`src/rtl/pipe_stage_reg.sv`:
```
// Valid/ready pipeline stage register with a 2-entry skid (main M, skid S), flush and interrupt injection.
// Latency 1 cycle accept->out_valid; in_ready is registered (low only while S holds a beat).
// Define PIPE_STAGE_PERF_EN to add saturating stall_cnt/flush_cnt ports.
module pipe_stage_reg #(
  parameter int                CTRL_W    = 32,
  parameter int                DATA_W    = 32,
  parameter int                PC_W      = 10,
  parameter logic [CTRL_W-1:0] INTR_CTRL = '0
) (
  input  logic              clk,
  input  logic              rst,
  input  logic              in_valid,
  output logic              in_ready,
  input  logic [CTRL_W-1:0] in_ctrl,
  input  logic [DATA_W-1:0] in_data,
  input  logic [PC_W-1:0]   in_pc,
  input  logic [PC_W-1:0]   in_alt,
  input  logic              in_taken,
  output logic              out_valid,
  input  logic              out_ready,
  output logic [CTRL_W-1:0] out_ctrl,
  output logic [DATA_W-1:0] out_data,
  output logic [PC_W-1:0]   out_pc,
  output logic [PC_W-1:0]   out_alt,
  output logic              out_taken,
  input  logic              flush,
  input  logic              intr,
  output logic              intr_ack
`ifdef PIPE_STAGE_PERF_EN
  ,
  output logic [15:0]       stall_cnt,
  output logic [15:0]       flush_cnt
`endif
);

  typedef struct packed {
    logic [CTRL_W-1:0] ctrl;
    logic [DATA_W-1:0] data;
    logic [PC_W-1:0]   pc;
    logic [PC_W-1:0]   alt;
    logic              taken;
  } beat_t;

  beat_t m_q, s_q, beat_in;
  logic  m_vld, s_vld;
  logic  acc, cons, inj;

  // S valid implies M valid, so in_ready is simply "skid empty".
  assign in_ready = ~s_vld;
  assign acc      = in_valid & ~s_vld;
  assign cons     = m_vld & out_ready;
  assign inj      = intr & ~flush & acc;

  always_comb begin
    beat_in.ctrl  = in_ctrl;
    beat_in.data  = in_data;
    beat_in.pc    = in_pc;
    beat_in.alt   = in_alt;
    beat_in.taken = in_taken;
    if (intr) begin
      beat_in.ctrl  = INTR_CTRL;
      beat_in.pc    = in_pc - PC_W'(1);
      beat_in.alt   = '0;
      beat_in.taken = 1'b0;
    end
  end

  always_ff @(posedge clk or posedge rst) begin
    if (rst) begin
      m_vld    <= 1'b0;
      s_vld    <= 1'b0;
      m_q      <= '0;
      s_q      <= '0;
      intr_ack <= 1'b0;
    end else begin
      intr_ack <= inj;
      if (flush) begin
        m_vld <= 1'b0;
        s_vld <= 1'b0;
      end else if (!m_vld || cons) begin
        if (s_vld) begin
          m_q   <= s_q;
          m_vld <= 1'b1;
          s_vld <= 1'b0;
        end else begin
          m_q   <= beat_in;
          m_vld <= acc;
        end
      end else if (acc) begin
        s_q   <= beat_in;
        s_vld <= 1'b1;
      end
    end
  end

  // Outputs are gated by M so an invalid slot never exposes stale fields.
  assign out_valid = m_vld;
  assign out_ctrl  = m_vld ? m_q.ctrl  : '0;
  assign out_data  = m_vld ? m_q.data  : '0;
  assign out_pc    = m_vld ? m_q.pc    : '0;
  assign out_alt   = m_vld ? m_q.alt   : '0;
  assign out_taken = m_vld & m_q.taken;

`ifdef PIPE_STAGE_PERF_EN
  always_ff @(posedge clk or posedge rst) begin
    if (rst) begin
      stall_cnt <= '0;
      flush_cnt <= '0;
    end else begin
      if (m_vld && !out_ready && stall_cnt != 16'hFFFF)
        stall_cnt <= stall_cnt + 16'd1;
      if (flush && m_vld && flush_cnt != 16'hFFFF)
        flush_cnt <= flush_cnt + 16'd1;
    end
  end
`endif

endmodule

```
`config.mk`:
```
export PLATFORM = sky130hd
export DESIGN_NAME = pipe_stage_reg
export DESIGN_NICKNAME = d
export VERILOG_FILES = /design/src/rtl/pipe_stage_reg.sv
export SDC_FILE = /design/constraint.sdc
export NUM_CORES = 1
export LEC_CHECK = 0
export BUFFER_PORTS_ARGS = -buffer_cell sky130_fd_sc_hd__buf_2
export CAP_MARGIN = 30
export CORE_ASPECT_RATIO = 1.25
export CORE_MARGIN = 10
export CORE_UTILIZATION = 45
export DETAILED_ROUTE_END_ITERATION = 16
export PLACE_DENSITY = 0.64
export SYNTH_ARGS = -nofsm -noshare
export SYNTH_HDL_FRONTEND = slang
export SYNTH_SLANG_ARGS = --single-unit
```
`constraint.sdc`:
```
create_clock -name clk -period 5.5 [get_ports clk]
set_input_delay 0.275 -clock clk [delete_from_list [all_inputs] [get_ports clk]]
set_output_delay 0.275 -clock clk [all_outputs]
set_load 0.02 [all_outputs]
```
# --- Yosys cells after proc, flatten, opt, wreduce, memory -nomap -nowiden ---
# Cells that the tools add are included.
totals:
  n_memories: 0
  out_inout_bits: 88
  elab_cells: 41
  regBits: 173
  latch_bits: 0
  in_bits: 91
  rom_bits: 0
  ram_bits: 0
classes:
  n_div: 0
  bitwise: 8
  mux: 13
  n_reduce_logical: 6
  n_mul: 0
  n_eq_ne: 0
  magnitude_cmp: 0
  n_shift: 0
  n_addsub: 1
op_table:
  columns: ["cell", "n"]
  rows:
  - ["32-bit 2-to-1 mux", 3]
  - ["85-bit 2-to-1 mux", 1]
  - ["21-bit 2-to-1 mux", 1]
  - ["10-bit 2-to-1 mux", 2]
  - ["10-bit by 1-bit subtractor with 10-bit output (second input constant)", 1]
  - ["1-bit 2-to-1 mux", 6]
  - ["1-bit bitwise AND", 5]
  - ["1-bit inverter", 3]
  - ["3-bit AND reduction", 1]
  - ["3-bit nonzero test", 1]
  - ["2-bit AND reduction", 1]
  - ["2-bit nonzero test", 1]
  - ["1-bit logical NOT", 1]
  - ["1-bit logical OR", 1]

# --- Depth between registers and ports, before layout ---
# Gate-level depths: netlist of the first run.
logic_depth:
  ltp_word: 5
  mapped_depth: 8
  depth_no_buf: 6

# --- Worst setup path after synthesis of the first run ---
# No wires, ideal clock.
synth_timing:
  path_type: "reg2reg"
  start: "reg m_vld, in the netlist out_valid"
  end: "reg m_q[0] in the netlist's numbering"
  n_path_buf: 1
  setup_ps: 125
  setup_slack_ps: 3874
  stages_incl_launch_ff: 5
  arrival_time_ps: 1501
  period_less_slack_ps: 1626
  t_required_ps: 5375
  cell_sequence: "dfrtp_1 -> nor2b_1 -> nor2_1 -> buf_2 -> mux2_2"
synth_via:
  elab_chain_len: 3
  elab_cells_between_ends: 4
  classes_between: "bitwise: 1; reduce/logical: 3"
synth_rtl:
  columns: ["item", "line_no", "text"]
  rows:
  - ["start: declaration", "45", "logic m_vld, s_vld;"]
  - ["start signal: assignment", "70", "m_vld <= 1'b0;"]
  - ["start signal: assignment", "78", "m_vld <= 1'b0;"]
  - ["start signal: assignment", "83", "m_vld <= 1'b1;"]
  - ["1-bit bitwise AND or 1-bit logical NOT (tied branches)", "51, 80", null]
  - ["1-bit logical OR *", "80", "end else if (!m_vld || cons) begin"]
  - ["2-bit AND reduction (no source line) *", null, null]
  - ["end signal: assignment", "82", "m_q <= s_q;"]
  - ["end signal: assignment", "86", "m_q <= beat_in;"]
  - ["end: declaration", "44", "beat_t m_q, s_q, beat_in;"]
# Every way passes the cells marked *; elsewhere a longest branch is shown, timed or not.
# A chain may end at the register's enable or synchronous reset.

# --- Worst setup path in the final report of the first run ---
layout_timing:
  start: "reg s_vld"
  end: "reg s_q[34] in the netlist's numbering"
layout_via:
  elab_chain_len: 3
layout_rtl:
  columns: ["item", "line_no", "text"]
  rows:
  - ["start: declaration", "45", null]
  - ["start signal: assignment", "71", "s_vld <= 1'b0;"]
  - ["start signal: assignment", "79", "s_vld <= 1'b0;"]
  - ["start signal: assignment", "84", "s_vld <= 1'b0;"]
  - ["1-bit inverter", "50", "assign acc = in_valid & ~s_vld;"]
  - ["1-bit bitwise AND", "50", null]
  - ["3-bit AND reduction (no source line)", null, null]
  - ["end signal: assignment", "90", "s_q <= beat_in;"]
  - ["end: declaration", "44", null]
# No other way between the ends.

==> results of run 1 <==
logic make-up (layout without fill, tap and decap cells):
kind of cell | after synthesis | after routing
and+or+nand+nor | 292 | 292
DFF | 173 | 173
AOI/OAI and AO/OA | 144 | 144
muxes | 110 | 110
buffers and inverters | 61 | 222
xor gates and xnor gates | 9 | 9
adders and majority gates | 1 | 1
other | 0 | 2
layout make-up:
type,count,area share [%]
well taps,224,2.88
repair buffers,186,9.76
clock buffers,18,4.51
inverters,4,0.206
flip-flops and latches,173,44.5
clock inverters,14,1.85
diodes,2,0.0514
multi-input cells,556,36.2
per-layer routing:
metal  vias up  track usage [%]
met1      2813             20.8
met4         4             3.78
met5         -                0
met2       131             24.8
li1       2923                -
met3        20             6.13
registers in the layout, summed over array words and instances (netlist names):
name,cells
intr_ack,1
s_vld,1
m_q,85
out_valid,1
s_q,85
how the worst max path moves through the flow:
stage / start / endpoint / depth (start not counted)
4_1_cts: s_vld / s_q[29] / 4
5_1_grt: s_vld / s_q[28] / 4
3_5_place_dp: s_vld / s_q[34] / 4
6_report: s_vld / s_q[34] / 4
2_1_floorplan: rst / intr_ack / 1
3_3_place_gp: s_vld / s_q[22] / 4
power by group through the flow:
stage	sequential, W	clock, W	combinational, W
2_1_floorplan	0.00157	0	0.000336
3_3_place_gp	0.00160	0	0.000457
3_5_place_dp	0.00160	0	0.000471
4_1_cts	0.00158	0.00130	0.000472
5_1_grt	0.00161	0.00134	0.000522
6_report	0.00158	0.00126	0.000460
through the flow:
stage / cells / hold WS, ns / cell area [um2] / power (W)
floorplan: 790 / 0.338 / 8090 / 0.00191
global placement: 1143 / 0.455 / 9110 / 0.00205
detailed placement: 1143 / 0.462 / 9110 / 0.00207
CTS: 1175 / 0.0531 / 9730 / 0.00335
global route: 1176 / 0.0762 / 9740 / 0.00347
finish: 1177 / 0.0195 / 9740 / 0.00330
cell usage after synthesis:
master and n:
buf_2 18, and2_1 85, nand2_1 138, nor2b_1 1
o21a_1 1, nand2b_1 45, a21oi_1 5, o22ai_1 3
dfrtp_1 173, mux2_2 77, o211ai_1 4, and3_1 1
or4_4 1, xnor2_1 7, ha_1 1, xor2_1 2
nor3_1 2, o21ai_0 129, nor2_1 10, nor4_1 1
o21ai_1 2, nor4b_2 1, mux2i_1 33, inv_1 4
nand3b_1 1, clkbuf_1 39, nand3_1 5, nor4b_4 1
==> results.md, run 1 <==
- Status: complete, no violations
- R2r setup slk: 2.48 ns
- Mux cell area share after synthesis: between 10 and 15%
- Final design utilization: ~55%
- Residual DRC: 0
- Hold Vio Cnt, Final: 0
- Mean Syn Cell Area: 10.2 um2
- Simple-Gate Fraction of Synth Area: about 18%
- Reg2Reg Depth: 4
- CP Cell Sequence: nor2_1 -> nand3_4 -> buf_4 -> mux2_2
- Switching share of power: a little over a quarter
- RSZ-0062 raised after global routing: false
- Antenna violation net count after detailed routing: 0
- CTS tree: built
- Area of the multi-input gates: between 3000 and 4000 um2
- Commonest cells after routing, fill and taps aside: 178 x buf_2, 171 x dfrtp_1, 138 x nand2_1
- Vias: between 5k and 6k
- Relative slew margins: 43.6%
- RR Endpoint: s_q[34]
- FF+latch count, synth: 173
- Max Used Layer: met5
- Largest net degree at the start of global routing: 94
- Reg-to-reg critical path startpoint: s_vld
- Die area: ~24,000 um2
- Worst path bufs/invs: 1
- Comb power frac: between 10% and 20%
- Post-Synth XOR/XNOR Area: less than 1%
- Seq. cell area: 4330 um2
- CP required: about 5.8 ns
- Longest Clk Path Bufs: 2
- NumNets Final: around 1k
- Largest family of logic cells by synthesized area: simple AND/OR/NAND/NOR gates
- Starting DRC count in detailed routing: around 330
- Total track usage: 16.0%
- Fin crit share: 55.0%
- Setup WS pre-CTS: 2.45 ns
- Synth warn: 0
- Syn nets: ~900
- Total CTS buffers: 17
- Switching pwr: between 0.0008 and 0.0009 W
- Syn Inst Count: 790
- Largest cells by area after synthesis: dfrtp_1 54%, mux2_2 11%, o21ai_0 8.0%
- Area leader, netlist: dfrtp_1
- # fillers: between 1.5k and 2k
- Clk_skew: 0.00820 ns
- Gpl congestion: 0.724
- Area growth syn-to-layout: 20.4%
- Clock Sinks: about 170
- Gr ovfl total: 0
- CP max FO: 80
- Clock power share: about two fifths
- Met3 wire length: between 1 and 1.5 mm
- Leading cell type in the layout, fill and taps excluded: buf_2
- DIE HEIGHT: ~170 um
- Post-Route WL: 19.2 mm
- Die X: roughly 140 um
- Sequential fraction of the synthesis area: a little over half
- Post-Route M1 WL: approximately 8.6 mm
- Critical path type: reg -> reg
- Worst-Margin Slew: 0.846 ns
- Static Leak: about 4.6 nW
- Critical path startpoint category: flip-flop
- # Post-CTS Setup Buffers: 0
- Worst path slowest cell: dfrtp_4
- Synth Cell Area: about 8100 um2
- DR vias/cell: about 5.0
- Port bufs: 178
- Setup TNS: 0 ns
- Hold-fix buffers, CTS: 0
- Maximum vdd drop: 218 uV
- Post-synthesis compound-gate area fraction: under 10%
- DR pass1 iterations: 4
- Adder-cell share of the synthesized area: less than 1%
- Pwr/cell area: between 300 and 400 nW/um2
- Crit-path leading delay family: flip-flops
- Top-area cell type share of the netlist area: 53.5%
- FMAX: between 0.3 and 0.4 GHz
- Hold/Removal Path Class: in -> async
- Final Max Tran Viols: 0
- Initial antenna violation count: 5
- Crit. End Element: flip-flop
- Reg clk slew, reported paths: roughly 0.070 ns
- Final setup viols: 0
- Root Driver: clkbuf_16
- Skew-Pair Late Insertion Delay: roughly 0.43 ns
- Max incr delay on CP: just over 0.9 ns
- Max-cap violations: 0
- Yosys cell types: 28
- Routed len/inst: ~16 um
- Reg power frac: between 40% and 50%
- H-tree levels: 4
- Crit path arrival time: between 3 and 4 ns
- Starting density of the core: 46.0%
- Met2 Routed Length: approximately 9 mm
- First-pass GRT wire length: 31.5 mm
- Top-Level Pins: roughly 180
- Share of layout cells above drive strength 1: about a third
- Internal power: around 0.0024 W
- Post-CTS sizing: 0
- Core area: between 15,000 and 20,000 um2
- Rows: 54
- Worst setup margin: about 2.5 ns
- Min Tclk post-route: 3.02 ns
- Post-DP HPWL: 12.9 mm
- Number of global-route vias before repair: between 5k and 6k
Power figures use the tool's default switching activity.
==> run 2: changes to the inputs <==
--- a/config.mk
+++ b/config.mk
@@ -11,7 +11,7 @@
 export CORE_MARGIN = 10
 export CORE_UTILIZATION = 45
 export DETAILED_ROUTE_END_ITERATION = 16
-export PLACE_DENSITY = 0.64
+export PLACE_DENSITY = 0.67
 export SYNTH_ARGS = -nofsm -noshare
 export SYNTH_HDL_FRONTEND = slang
 export SYNTH_SLANG_ARGS = --single-unit
==> constraint.sdc (replaced) <==
create_clock -name clk -period 2.7 [get_ports clk]
set_input_delay 0.135 -clock clk [delete_from_list [all_inputs] [get_ports clk]]
set_output_delay 0.135 -clock clk [all_outputs]
set_load 0.02 [all_outputs]
==> results.md, run 2 (synthesis gave the netlist of run 1 again) <==
- Pwr/cell area: 652 nW/um2 (was 339 nW/um2)
- Routed len/inst: 15.8 um (was 16.3 um)
- Worst hold slack: 0.0151 ns (was 0.0195 ns)
- RSZ-0062 raised after global routing: false (unchanged)
- Die X: 140 um (unchanged)
- Root Driver: clkbuf_16 (unchanged)
- Starting DRC count in detailed routing: 338 (was 333)
- Commonest cells after routing, fill and taps aside: 178 x buf_2, 171 x dfrtp_1, 138 x nand2_1 (unchanged)
- # Post-CTS Setup Buffers: 0 (unchanged)
- Hold-fix buffers, CTS: 51 (was 0)
- Port bufs: 178 (unchanged)
- Worst Hold End: s_q[6]
- Hold/Removal Path Class: in -> reg (was in -> async)
- H-tree levels: 4 (unchanged)
- Vias: 6,103 (was 5,891)
- Fin crit share: between 60% and 70%
- Relative slew margins: 43.2% (was 43.6%)
- Crit. End Element: primary output (was flip-flop)
- Total track usage: 16.4% (was 16.0%)
- WHS Path Cells: 3
- Core area: 17,600 um2 (unchanged)
- Post-Route WL: 19.4 mm (was 19.2 mm)
- DIE HEIGHT: 170 um (unchanged)
- Number of global-route vias before repair: 6,333 (was 5,949)
- Area growth syn-to-layout: 27.6% (was 20.4%)
- Critical path startpoint category: flip-flop (unchanged)
- NumNets Final: 1,084 (was 1,030)
- Reg clk slew, reported paths: 0.07 ns (about the same)
- Setup TNS: 0 ns (unchanged)
- Rows: 54 (unchanged)
- Setup WS pre-CTS: 0.933 ns (was 2.45 ns)
- Clock Sinks: 173 (unchanged)
- Residual DRC: 0 (unchanged)
- CTS tree: built (unchanged)
- Crit path arrival time: 1.69 ns (was 3.34 ns)
- Min Tclk post-route: 1.83 ns
- RR Endpoint: s_q[21] (was s_q[34])
- DR vias/cell: 4.97 (was 5.01)
- Final Max Tran Viols: 0 (unchanged)
- Clk_skew: 0.00844 ns (was 0.00820 ns)
- CP required: 2.57 ns (was 5.81 ns)
- Gpl congestion: 0.792 (was 0.724)
- Static Leak: 4.86 nW (was 4.62 nW)
- DR pass1 iterations: 5 (was 4)
- Post-CTS sizing: 0 (unchanged)
- Top-Level Pins: 179 (unchanged)
- R2r setup slk: 0.91 ns (was 2.48 ns)
- Worst Hold Launch: in_alt[5]
- Maximum vdd drop: 342 uV (was 218 uV)
- Gr ovfl total: 0 (unchanged)
- Post-DP HPWL: 12.8 mm (was 12.9 mm)
- Status: complete, no violations (unchanged)
- Max incr delay on CP: 0.42 ns (was 0.93 ns)
- Critical path type: reg -> out (was reg -> reg)
- Worst-Margin Slew: 0.851 ns (was 0.846 ns)
- Worst path slowest cell: dfrtp_4 (unchanged)
- Crit. Startpoint: s_vld (unchanged)
- Die area: 23,800 um2 (unchanged)
- Total CTS buffers: 17 (unchanged)
- Reg2Reg Depth: 4 (unchanged)
- CP max FO: 132 (was 80)
- Largest registers: m_q: 85 flops, s_q: 85 flops (unchanged)
- Leading cell type in the layout, fill and taps excluded: buf_2 (unchanged)
- Hold Vio Cnt, Final: 0 (unchanged)
- Initial antenna violation count: 0 (was 5)
- Diodes inserted: 0 (was 2)
- Reg-to-reg critical path startpoint: s_vld (unchanged)
- Share of layout cells above drive strength 1: 30.5% (was 32.0%)
- Final setup viols: 0 (unchanged)
- CP Cell Sequence: buf_12 -> inv_1 -> buf_2 (was nor2_1 -> nand3_4 -> buf_4 -> mux2_2)
- Largest net degree at the start of global routing: 138 (was 94)
- Longest Clk Path Bufs: 2 (unchanged)
- FMAX: between 0.5 and 0.6 GHz
- Worst setup margin: 0.874 ns (was 2.48 ns)
- Skew-Pair Late Insertion Delay: 0.42 ns (was 0.43 ns)
- First-pass GRT wire length: 32.4 mm (was 31.5 mm)
- Starting density of the core: 46.0% (unchanged)
- Max-cap violations: 0 (unchanged)
- Antenna violation net count after detailed routing: 0 (unchanged)
[run 2: worst max path at each step]
stage,to,depth (start not counted)
CTS,in_ready,3
global placement,s_q[52],4
finish,in_ready,3
global route,m_q[35],4
detailed placement,m_q[33],4
floorplan,intr_ack,1
[run 2: per-layer routing]
layer	GRT usage, %	routed length [um]
met4	4.99	249
met5	0	0
met2	27.4	9630
met3	4.48	1110
met1	20.2	8390
[run 2: worst max-delay path, delay by kind of cell (launching register included)]
kind                   cells  cell delay (ns)
buffers and inverters      3             0.77
DFF                        1             0.42
[run 2: area by class of cell]
type,count,area [um2]
Clock buffer,21,480
Clock inverter,11,130
Fill cell,1575,7250
Inverter,4,18.8
Multi-Input combinational cell,556,3530
Sequential cell,173,4330
Tap cell,224,280
Timing Repair Buffer,240,1550
[run 2: stage by stage]
step | util (%) | cell area [um2] | total power (W) | cells
CTS | 58.7 | 10300 | 0.00681 | 1229
global route | 58.7 | 10300 | 0.00707 | 1229
finish | 58.7 | 10300 | 0.00673 | 1229
detailed placement | 52.4 | 9200 | 0.00424 | 1146
floorplan | - | 8090 | 0.00389 | 790
global placement | 52.4 | 9200 | 0.00419 | 1146
[run 2: power by group]
part | switching, W | internal (W)
registers | 0.000202 | 0.00301
logic | 0.000523 | 0.000493
clock network | 0.00102 | 0.00147
==> run 3: changes to the inputs <==
--- a/config.mk
+++ b/config.mk
@@ -11,7 +11,7 @@
 export CORE_MARGIN = 10
 export CORE_UTILIZATION = 45
 export DETAILED_ROUTE_END_ITERATION = 16
-export PLACE_DENSITY = 0.67
+export PLACE_DENSITY = 0.64
 export SYNTH_ARGS = -nofsm -noshare
 export SYNTH_HDL_FRONTEND = slang
 export SYNTH_SLANG_ARGS = --single-unit
==> constraint.sdc (replaced) <==
create_clock -name clk -period 1.8 [get_ports clk]
set_input_delay 0.09 -clock clk [delete_from_list [all_inputs] [get_ports clk]]
set_output_delay 0.09 -clock clk [all_outputs]
set_load 0.02 [all_outputs]
==> results.md, run 3 (synthesis gave the netlist of run 1 again) <==
- Pwr/cell area: 934 nW/um2 (was 652 nW/um2)
- RR Endpoint: s_q[66] (was s_q[21])
- First-pass GRT wire length: 34.1 mm (was 32.4 mm)
- Largest net degree at the start of global routing: 112 (was 138)
- Hold/Removal Path Class: in -> reg (unchanged)
- CP endpoint: out_alt[1] (was in_ready)
- Die area: 23,800 um2 (unchanged)
- Worst setup margin: 0.134 ns (was 0.874 ns)
- Final setup viols: 0 (unchanged)
- Clock Sinks: 173 (unchanged)
- Number of global-route vias before repair: 6,648 (was 6,333)
- Min Tclk post-route: 1.67 ns
- Max incr delay on CP: 0.37 ns (was 0.42 ns)
- Initial antenna violation count: 4 (was 0)
- Clk_skew: 0.00792 ns (was 0.00844 ns)
- Crit. End Element: primary output (unchanged)
- Met3 wire length: 1.48 mm (was 1.11 mm)
- Area growth syn-to-layout: 33.4% (was 27.6%)
- Leading cell type in the layout, fill and taps excluded: buf_2 (unchanged)
- Crit path arrival time: 1.58 ns (was 1.69 ns)
- Worst-Margin Slew: 0.521 ns (was 0.851 ns)
- Critical path type: reg -> out (unchanged)
- Longest Clk Path Bufs: 2 (unchanged)
- WHS Path Cells: 3 (unchanged)
- Met2 Routed Length: 9.92 mm (was 9.63 mm)
- DR vias/cell: 4.96 (was 4.97)
- Post-Route M1 WL: 9.22 mm (was 8.39 mm)
- Final Max Tran Viols: 0 (unchanged)
- Crit. Startpoint: out_valid (was s_vld)
- CP Cell Sequence: buf_6 -> and2_1 -> buf_2 (was buf_12 -> inv_1 -> buf_2)
- Reg2Reg Depth: 4 (unchanged)
- Gpl congestion: 0.745 (was 0.792)
- H-tree levels: 4 (unchanged)
- CP max FO: 66 (was 132)
- Maximum vdd drop: 593 uV (was 342 uV)
- Static Leak: 5.06 nW (was 4.86 nW)
- DR pass1 iterations: 4 (was 5)
- Post-DP HPWL: 13.6 mm (was 12.8 mm)
- Skew-Pair Late Insertion Delay: 0.42 ns (about the same)
- Gr ovfl total: 0 (unchanged)
- Die X: 140 um (unchanged)
- Relative slew margins: 65.2% (was 43.2%)
- Reg clk slew, reported paths: 0.07 ns (about the same)
- Status: complete, no violations (unchanged)
- Critical path startpoint category: flip-flop (unchanged)
- Starting density of the core: 46.0% (unchanged)
- Port bufs: 178 (unchanged)
- Total track usage: 17.3% (was 16.4%)
- Vias: 6,302 (was 6,103)
- Top-Level Pins: 179 (unchanged)
- Placed insts: 1,157 (was 1,146)
- Largest registers: m_q: 85 flops, s_q: 85 flops (unchanged)
- DIE HEIGHT: 170 um (unchanged)
- Routed len/inst: 16.4 um (was 15.8 um)
- Total CTS buffers: 17 (unchanged)
- CP required: 1.71 ns (was 2.57 ns)
- Post-Route WL: 20.9 mm (was 19.4 mm)
- Core area: 17,600 um2 (unchanged)
- # fillers: 1,468 (was 1,575)
- NumNets Final: 1,122 (was 1,084)
- Residual DRC: 0 (unchanged)
- RSZ-0062 raised after global routing: false (unchanged)
- Commonest cells after routing, fill and taps aside: 178 x buf_2, 171 x dfrtp_1, 138 x nand2_1 (unchanged)
- Finished Layout Cells: 1,270 (was 1,229)
- Root Driver: clkbuf_16 (unchanged)
- Fin crit share: between 90 and 100%
- Rows: 54 (unchanged)
- Max Used Layer: met5 (was met4)
- Starting DRC count in detailed routing: 329 (was 338)
- Reg-to-reg critical path startpoint: s_vld (unchanged)
- Worst path slowest cell: dfrtp_2 (was dfrtp_4)
- FMAX: ~0.6 GHz
- CTS tree: built (unchanged)
- R2r setup slk: 0.17 ns (was 0.91 ns)
- Antenna violation net count after detailed routing: 0 (unchanged)
- Hold Vio Cnt, Final: 0 (unchanged)
- Setup WS pre-CTS: 0.252 ns (was 0.933 ns)
- # Post-CTS Setup Buffers: 0 (unchanged)
- Max-cap violations: 0 (unchanged)
- Share of layout cells above drive strength 1: 30.3% (was 30.5%)
==> run 3: changes by cell type in the layout (fill, tap and decap cells not counted) <==
cell,delta
buf_16,+1
clkbuf_16,+1
inv_6,-2
buf_12,+8
buf_4,+1
clkbuf_1,+3
clkbuf_8,-2
clkinv_2,+2
diode_2,+3
buf_6,+1
clkinv_4,-1
dlygate4sd3_1,+26
==> run 3: worst min-delay path by stage <==
stage | from | to
floorplan | flush | out_valid
global placement | rst | m_q[48]
detailed placement | rst | s_q[48]
CTS | in_pc[9] | s_q[20]
global route | in_ctrl[13] | s_q[66]
finish | in_pc[9] | s_q[20]
==> run 3: metal layers <==
layer  GRT usage, %  vias to the layer above
li1               -                     3117
met2           28.6                      154
met4           4.27                        2
met3           6.13                       15
met1           21.1                     3014
met5              0                        -
==> run 3: power by group <==
part | switching (W) | leakage, nW | internal [W]
Sequential | 0.000308 | 2.19 | 0.00452
Combinational | 0.000813 | 2.59 | 0.000824
Clock | 0.00149 | 0.284 | 0.00212
==> run 3: stage by stage <==
stage	TNS (ns)	total power [W]	cell area, um2	hold WS (ns)	utilization (%)
floorplan	-86.62	0.00583	8090	0.153	-
global placement	0	0.00634	9390	0.110	53.5
detailed placement	0	0.00641	9390	0.114	53.5
CTS	0	0.0102	10700	0.0160	61.2
global route	0	0.0106	10800	0.0430	61.4
finish	0	0.0101	10800	0.0275	61.4
==> run 3: final cells by class <==
cell class                 count  area, um2  share of cell area (%)
tap                          224        280                    2.60
timing repair buffer         278       2040                    18.9
multi-input combinational    556       3530                    32.7
clock inverter                10        114                    1.06
sequential                   173       4330                    40.2
antenna                        3       7.51                  0.0696
clock buffer                  22        464                    4.30
inverter                       4       18.8                   0.174
==> run 3: critical path, delay by kind of cell (launching register included) <==
family | cells | cell delay, ns
buf+inv | 2 | 0.54
simple gates | 1 | 0.24
flops | 1 | 0.37
==> run 3: what timing repair did <==
| action | CTS | global route |
|---|---|---|
| hold endpoints to repair | 138 | 0 |
| gates cloned | 0 | 1 |
| hold buffers | 77 | 0 |
| setup endpoints to repair | 15 | 1 |
| resized for setup | 1 | 1 |
